[config.mk]
export PLATFORM = sky130hd
export DESIGN_NAME = exe_stage
export DESIGN_NICKNAME = d
export VERILOG_FILES = /design/src/rtl/exe_stage.sv
export SDC_FILE = /design/constraint.sdc
export NUM_CORES = 1
export LEC_CHECK = 0
export BUFFER_PORTS_ARGS = -buffer_cell sky130_fd_sc_hd__buf_2
export CORE_ASPECT_RATIO = 0.6
export CORE_MARGIN = 10
export CORE_UTILIZATION = 41
export DETAILED_ROUTE_END_ITERATION = 6
export GPL_TIMING_DRIVEN = 0
export HOLD_SLACK_MARGIN = 0.1
export PLACE_DENSITY = 0.65
export SLEW_MARGIN = 15
export SYNTH_ARGS = -nofsm -noshare
export SYNTH_HDL_FRONTEND = slang
export SYNTH_SLANG_ARGS = --single-unit
[constraint.sdc]
create_clock -name clk -period 8.68 [get_ports clk]
set_input_delay 1.302 -clock clk [delete_from_list [all_inputs] [get_ports clk]]
set_output_delay 1.302 -clock clk [all_outputs]
set_load 0.02 [all_outputs]
[src/rtl/exe_stage.sv]
// exe_stage: execute stage of the five-stage pipeline.
// Registers ALU results, store data, destination and controls for the MEM stage.
// Computes the branch decision and target.
// Optional multiplier (opcode 8) is built only when the MUL_EN macro is defined.
// Without MUL_EN, opcode 8 behaves as a NOP and stall_out is tied low.
// Handshake: stall_out is the only flow control. While it is high, upstream holds
// ID/EXE and PC, and this stage pushes bubbles (all controls 0) into its output register.
// FSM state is visible on dbg_state_out (IDLE=0, BUSY=1, DONE=2; 0 when MUL_EN is undefined).

`ifndef DSIZE
`define DSIZE 16
`endif
`ifndef ASIZE
`define ASIZE 5
`endif
`ifndef ISIZE
`define ISIZE 16
`endif

module exe_stage (
    input  logic              clk,
    input  logic              rst,
    input  logic              wen_in,
    input  logic              mem_read_in,
    input  logic              mem_write_in,
    input  logic              mem_to_reg_in,
    input  logic              branch_in,
    input  logic [`DSIZE-1:0] rdata1_in,
    input  logic [`DSIZE-1:0] rdata2_in1,
    input  logic [`DSIZE-1:0] rdata2_in2,
    input  logic [`DSIZE-1:0] imm_in,
    input  logic [3:0]        opcode_in,
    input  logic [`ASIZE-1:0] waddr_in,
    input  logic [`ISIZE-1:0] nPC_in,
    output logic              stall_out,
    output logic [`DSIZE-1:0] alu_out,
    output logic [`DSIZE-1:0] wdata_out,
    output logic [`ASIZE-1:0] waddr_out,
    output logic              wen_out,
    output logic              mem_read_out,
    output logic              mem_write_out,
    output logic              mem_to_reg_out,
    output logic              branch_taken_out,
    output logic [`ISIZE-1:0] branch_target_out,
    output logic [1:0]        dbg_state_out
);

    localparam int DW = `DSIZE;
    localparam int AW = `ASIZE;
    localparam int IW = `ISIZE;

    localparam logic [3:0] OP_ADD = 4'd0;
    localparam logic [3:0] OP_SUB = 4'd1;
    localparam logic [3:0] OP_AND = 4'd2;
    localparam logic [3:0] OP_OR  = 4'd3;
    localparam logic [3:0] OP_SLT = 4'd4;
    localparam logic [3:0] OP_SLL = 4'd5;
    localparam logic [3:0] OP_SRL = 4'd6;
    localparam logic [3:0] OP_SRA = 4'd7;
    localparam logic [3:0] OP_MUL = 4'd8;
    localparam logic [3:0] OP_LW  = 4'd9;
    localparam logic [3:0] OP_SW  = 4'd10;
    localparam logic [3:0] OP_BEQ = 4'd11;
    localparam logic [3:0] OP_BNE = 4'd12;

    // Single-cycle datapath results
    logic [DW-1:0] w_alu;
    logic          w_valid;
    logic          w_is_branch;
    logic          w_taken;
    logic [IW-1:0] w_target;

    // Multiplier-side signals, tied off when the multiplier is not built
    logic          w_stall;
    logic          w_mul_done;
    logic [DW-1:0] w_mul_result;
    logic          w_mul_wen;
    logic          w_mul_rd;
    logic          w_mul_wr;
    logic          w_mul_m2r;
    logic [AW-1:0] w_mul_waddr;

    assign w_target = nPC_in + imm_in[IW-1:0];

    // Decode the opcode and compute the single-cycle result and branch decision
    always_comb begin
        w_alu       = '0;
        w_valid     = 1'b1;
        w_is_branch = 1'b0;
        w_taken     = 1'b0;
        case (opcode_in)
            OP_ADD: w_alu = rdata1_in + rdata2_in1;
            OP_SUB: w_alu = rdata1_in - rdata2_in1;
            OP_AND: w_alu = rdata1_in & rdata2_in1;
            OP_OR:  w_alu = rdata1_in | rdata2_in1;
            OP_SLT: w_alu = {{(DW-1){1'b0}}, ($signed(rdata1_in) < $signed(rdata2_in1))};
            OP_SLL: w_alu = rdata1_in << imm_in[3:0];
            OP_SRL: w_alu = rdata1_in >> imm_in[3:0];
            OP_SRA: w_alu = $signed(rdata1_in) >>> imm_in[3:0];
            OP_LW:  w_alu = rdata1_in + imm_in;
            OP_SW:  w_alu = rdata1_in + imm_in;
            OP_BEQ: begin
                w_is_branch = 1'b1;
                w_taken     = branch_in & (rdata1_in == rdata2_in1);
            end
            OP_BNE: begin
                w_is_branch = 1'b1;
                w_taken     = branch_in & (rdata1_in != rdata2_in1);
            end
            // Multiply never completes on this path; the FSM owns it when built
            OP_MUL:  w_valid = 1'b0;
            default: w_valid = 1'b0;
        endcase
    end

`ifdef MUL_EN
    localparam logic [1:0] S_IDLE = 2'd0;
    localparam logic [1:0] S_BUSY = 2'd1;
    localparam logic [1:0] S_DONE = 2'd2;
    localparam int CW = $clog2(DW + 1);

    logic [1:0]    r_state;
    logic [CW-1:0] r_count;
    logic [DW-1:0] r_mcand;
    logic [DW-1:0] r_mplier;
    logic [DW-1:0] r_prod;
    logic          r_m_wen;
    logic          r_m_rd;
    logic          r_m_wr;
    logic          r_m_m2r;
    logic [AW-1:0] r_m_waddr;
    logic          w_mul_start;

    assign w_mul_start   = (r_state == S_IDLE) && (opcode_in == OP_MUL);
    assign w_stall       = w_mul_start || (r_state == S_BUSY);
    assign w_mul_done    = (r_state == S_DONE);
    assign w_mul_result  = r_prod;
    assign w_mul_wen     = r_m_wen;
    assign w_mul_rd      = r_m_rd;
    assign w_mul_wr      = r_m_wr;
    assign w_mul_m2r     = r_m_m2r;
    assign w_mul_waddr   = r_m_waddr;
    assign dbg_state_out = r_state;

    // Shift-add multiplier: latch operands at start, one partial product per cycle
    always_ff @(posedge clk) begin
        if (rst) begin
            r_state   <= S_IDLE;
            r_count   <= '0;
            r_mcand   <= '0;
            r_mplier  <= '0;
            r_prod    <= '0;
            r_m_wen   <= 1'b0;
            r_m_rd    <= 1'b0;
            r_m_wr    <= 1'b0;
            r_m_m2r   <= 1'b0;
            r_m_waddr <= '0;
        end else begin
            case (r_state)
                S_IDLE: begin
                    if (w_mul_start) begin
                        r_mcand   <= rdata1_in;
                        r_mplier  <= rdata2_in1;
                        r_prod    <= '0;
                        r_count   <= CW'(DW);
                        r_m_wen   <= wen_in;
                        r_m_rd    <= mem_read_in;
                        r_m_wr    <= mem_write_in;
                        r_m_m2r   <= mem_to_reg_in;
                        r_m_waddr <= waddr_in;
                        r_state   <= S_BUSY;
                    end
                end
                S_BUSY: begin
                    if (r_mplier[0]) begin
                        r_prod <= r_prod + r_mcand;
                    end
                    r_mcand  <= r_mcand << 1;
                    r_mplier <= r_mplier >> 1;
                    r_count  <= r_count - CW'(1);
                    // The last iteration lands the product; the count reaches zero here
                    if (r_count == CW'(1)) begin
                        r_state <= S_DONE;
                    end
                end
                S_DONE:  r_state <= S_IDLE;
                default: r_state <= S_IDLE;
            endcase
        end
    end
`else
    assign w_stall       = 1'b0;
    assign w_mul_done    = 1'b0;
    assign w_mul_result  = '0;
    assign w_mul_wen     = 1'b0;
    assign w_mul_rd      = 1'b0;
    assign w_mul_wr      = 1'b0;
    assign w_mul_m2r     = 1'b0;
    assign w_mul_waddr   = '0;
    assign dbg_state_out = 2'd0;
`endif

    assign stall_out = w_stall;

    logic [DW-1:0] r_alu;
    logic [DW-1:0] r_wdata;
    logic [AW-1:0] r_waddr;
    logic          r_wen;
    logic          r_mem_read;
    logic          r_mem_write;
    logic          r_mem_to_reg;
    logic          r_taken;
    logic [IW-1:0] r_target;

    // EXE/MEM register: reset, bubble during a multiply, multiply result, or normal result
    always_ff @(posedge clk) begin
        if (rst || w_stall) begin
            r_alu        <= '0;
            r_wdata      <= '0;
            r_waddr      <= '0;
            r_wen        <= 1'b0;
            r_mem_read   <= 1'b0;
            r_mem_write  <= 1'b0;
            r_mem_to_reg <= 1'b0;
            r_taken      <= 1'b0;
            r_target     <= '0;
        end else if (w_mul_done) begin
            r_alu        <= w_mul_result;
            r_wdata      <= '0;
            r_waddr      <= w_mul_waddr;
            r_wen        <= w_mul_wen;
            r_mem_read   <= w_mul_rd;
            r_mem_write  <= w_mul_wr;
            r_mem_to_reg <= w_mul_m2r;
            r_taken      <= 1'b0;
            r_target     <= '0;
        end else begin
            r_alu        <= w_alu;
            r_wdata      <= w_valid ? rdata2_in2 : '0;
            r_waddr      <= w_valid ? waddr_in : '0;
            r_wen        <= w_valid & ~w_is_branch & wen_in;
            r_mem_read   <= w_valid & mem_read_in;
            r_mem_write  <= w_valid & mem_write_in;
            r_mem_to_reg <= w_valid & mem_to_reg_in;
            r_taken      <= w_taken;
            r_target     <= w_valid ? w_target : '0;
        end
    end

    assign alu_out           = r_alu;
    assign wdata_out         = r_wdata;
    assign waddr_out         = r_waddr;
    assign wen_out           = r_wen;
    assign mem_read_out      = r_mem_read;
    assign mem_write_out     = r_mem_write;
    assign mem_to_reg_out    = r_mem_to_reg;
    assign branch_taken_out  = r_taken;
    assign branch_target_out = r_target;

endmodule

==> flow_summary_export.csv <==
group,metric,value,unit
logic_synthesis,synthDistinctLibCells,79,
drt,drc,0,
cts,post_cts_buffers,0,
cells_and_area,finalNonFillerCells,1217,
grt,grt_use_total,24.61,%
power_and_ir_drop,p_per_area,141.9,mW/mm²
critical_path,cp.arrival,5780,ps
grt,grt_pass1_wl,41790,µm
placement,dp_hpwl,22360,µm
grt,grt-ovfl-total,0,
sta,period_share,64.12,%
cells_and_area,fillCellCount,1553,
sta,setup_tns,0,ps
power_and_ir_drop,irDropWorstVdd,0.07380,mV
drt,routed-via-count,7041,
hold_path,holdPathStages,2,
critical_path,end_kind,"flip-flop",
sta,worst_pin_slew,1227,ps
cts,clk_pin_slew,60,ps
sta,finalSetupViolations,0,
flow_run,drv_cap,0,
sta,max_slew_margin,18.18,%
drt,wl_per_cell,22.80,µm
critical_path,cp.required,8900,ps
drt,drt_iter0_markers,831,
cts,ctsHtreeMaxLevel,3,
hold_path,hold_class,"input pin to flip-flop",
cts,cts_buffer_depth,2,
cells_and_area,layout-drive-gt1-share,21.89,%
cells_and_area,final_common_cell,"buf_2",
placement,gp_congestion,0.9983,
cts,ctsResizeCount,0,
placement,dp.cells,1201,
logic_synthesis,synth_area_per_cell,7.790,µm²
logic_synthesis,synth_edf_count,0,
logic_synthesis,synth.cell_area,0.006583,mm²
logic_synthesis,seq_area_frac_synth,17.64,%
sta,layout_setup_ws,3115,ps
cts,cts_sinks,58,
floorplanning,die_area,0.02169,mm²
floorplanning,die_y,118.1,µm
grt,antenna_found_initial,1,
floorplanning,start_util,42.34,%
logic_synthesis,yosys_most_used_dff,"dfxtp_1",
placement,port-buffer-count,151,
sta,finalMaxSlewViolations,0,
cts,cts_tree,"yes",
drt,drt-pass1-iter-count,5,
drt,vias_per_cell,5.786,
critical_path,path_common_cell,"clkbuf_1",
grt,grt_max_degree,13,
logic_synthesis,ys.warnings.count,0,
grt,grt_pass1_vias,6810,
sta,hold_viol,0,
critical_path,critPathKind,"input pin to flip-flop",
critical_path,critPathMaxStageDelay,590,ps
critical_path,crit_chain,"clkbuf_1 -> clkbuf_1 -> a21oi_1 -> nand2_1 -> buf_2 -> clkbuf_1 -> o21ai_0 -> ha_1 -> a21oi_1 -> a2111oi_0 -> nor4_1 -> nor3_1 -> a211oi_1 -> xnor2_1 -> o22ai_1",
logic_synthesis,synth_seq_cells,58,
status,status,"complete, no violations",
cells_and_area,layout_common_cells,"158 x buf_2, 85 x nor2_1, 85 x ha_1",
cts,cts_inserted_buffers,9,
power_and_ir_drop,p_leak,3.733,nW
floorplanning,coreArea,0.01555,mm²
critical_path,path_max_fanout,10,
floorplanning,ios,157,
logic_synthesis,synthCells,845,
logic_synthesis,synth-async-reset-ratio,0,%
sta,max_freq,0.1797,GHz
cts,cts_hold_buf,0,
floorplanning,die_x,183.6,µm
sta,rsz0062_at_grt,"false",
floorplanning,fp-row-count,35,
placement,dp_slack,2931,ps
cells_and_area,area_growth,20.41,%
critical_path,start_kind,"input pin",
drt,antenna_left,0,
critical_path,slowest_stage,"nor4_1",
cells_and_area,nets,1193,
drt,postRouteWirelength,27750,µm
sta,period_needed,5565,ps
cts,cts_root_buffer,"clkbuf_16",
cells_and_area,antenna_cells,0,
[path summary, 6_finish.rpt]
check                      end          start
setup / recovery   alu_out[15]   opcode_in[2]
hold / removal    wdata_out[1]  rdata2_in2[1]
[registers in the layout (all words and copies together) (netlist names)]
| register | flops |
|---|---|
| alu_out | 16 |
| branch_taken_out | 1 |
| branch_target_out | 16 |
| mem_read_out | 1 |
| mem_to_reg_out | 1 |
| mem_write_out | 1 |
| waddr_out | 5 |
| wdata_out | 16 |
| wen_out | 1 |
[synth_stat cells, types with 15 or more instances]
cell      count  area [µm²]
a21oi_1      57       285.3
and2_1       31       193.9
clkbuf_1     28       105.1
dfxtp_1      58        1161
ha_1         85        1064
inv_1        62       232.7
mux2_2       16       180.2
mux2i_1      32       320.3
nand2_1      64       240.2
nor2_1       85       319.1
nor2b_1      15       93.84
nor3_1       19       95.09
o211ai_1     18       135.1
o21ai_0      39       195.2
xnor2_1      17       148.9
[critical path: cells and delay by family]
kind | cells | cell delay, ps
compound gates | 6 | 1560
fa+ha+maj | 1 | 380
xor+xnor | 1 | 180
buf+inv | 4 | 1470
simple gates | 3 | 860
[metal layers]
| metal | GRT usage (%) | vias to the layer above | share of wire (%) |
|---|---|---|---|
| met5 | 0 | - | 0 |
| li1 | - | 3358 | - |
| met4 | 3.774 | 0 | 0.88 |
| met3 | 10.80 | 22 | 14 |
| met2 | 33.09 | 394 | 38 |
| met1 | 35.38 | 3267 | 47 |
[through the flow]
stage	power [W]	hold WS (ps)	utilization, %	area, µm²
5_1_grt	0.001180	1157	50.99	7926
2_1_floorplan	0.0005672	1367	-	6590
3_5_place_dp	0.0007104	1504	48.89	7600
4_1_cts	0.001120	1154	50.99	7926
3_3_place_gp	0.0007106	1501	48.89	7600
6_report	0.001125	1158	50.99	7926
[cell type report]
type	instances	area, µm²	area share, %
buffer	43	210.2	2.652
clock buffer	9	225.2	2.841
inverter	62	232.7	2.936
tap	203	254.0	3.204
sequential	58	1161	14.65
multi-input combinational	684	4986	62.90
timing repair buffer	151	755.7	9.534
clock inverter	7	101.3	1.279
[logic make-up after synthesis]
kind of cell | share of synthesized area (%)
compound gates | 22.94
other cells | 0.05697
xor+xnor | 3.859
fa+ha+maj | 17.07
buf+inv | 6.729
flops | 17.64
mux | 10.34
simple gates | 21.36
[report_power, final]
part	switching [W]	internal [W]	leakage, nW
combinational	0.000268	0.000159	3.10
clock	0.000154	0.000254	0.152
sequential	0.00000418	0.000286	0.478
Note: power is estimated with default switching activity, not from simulation.
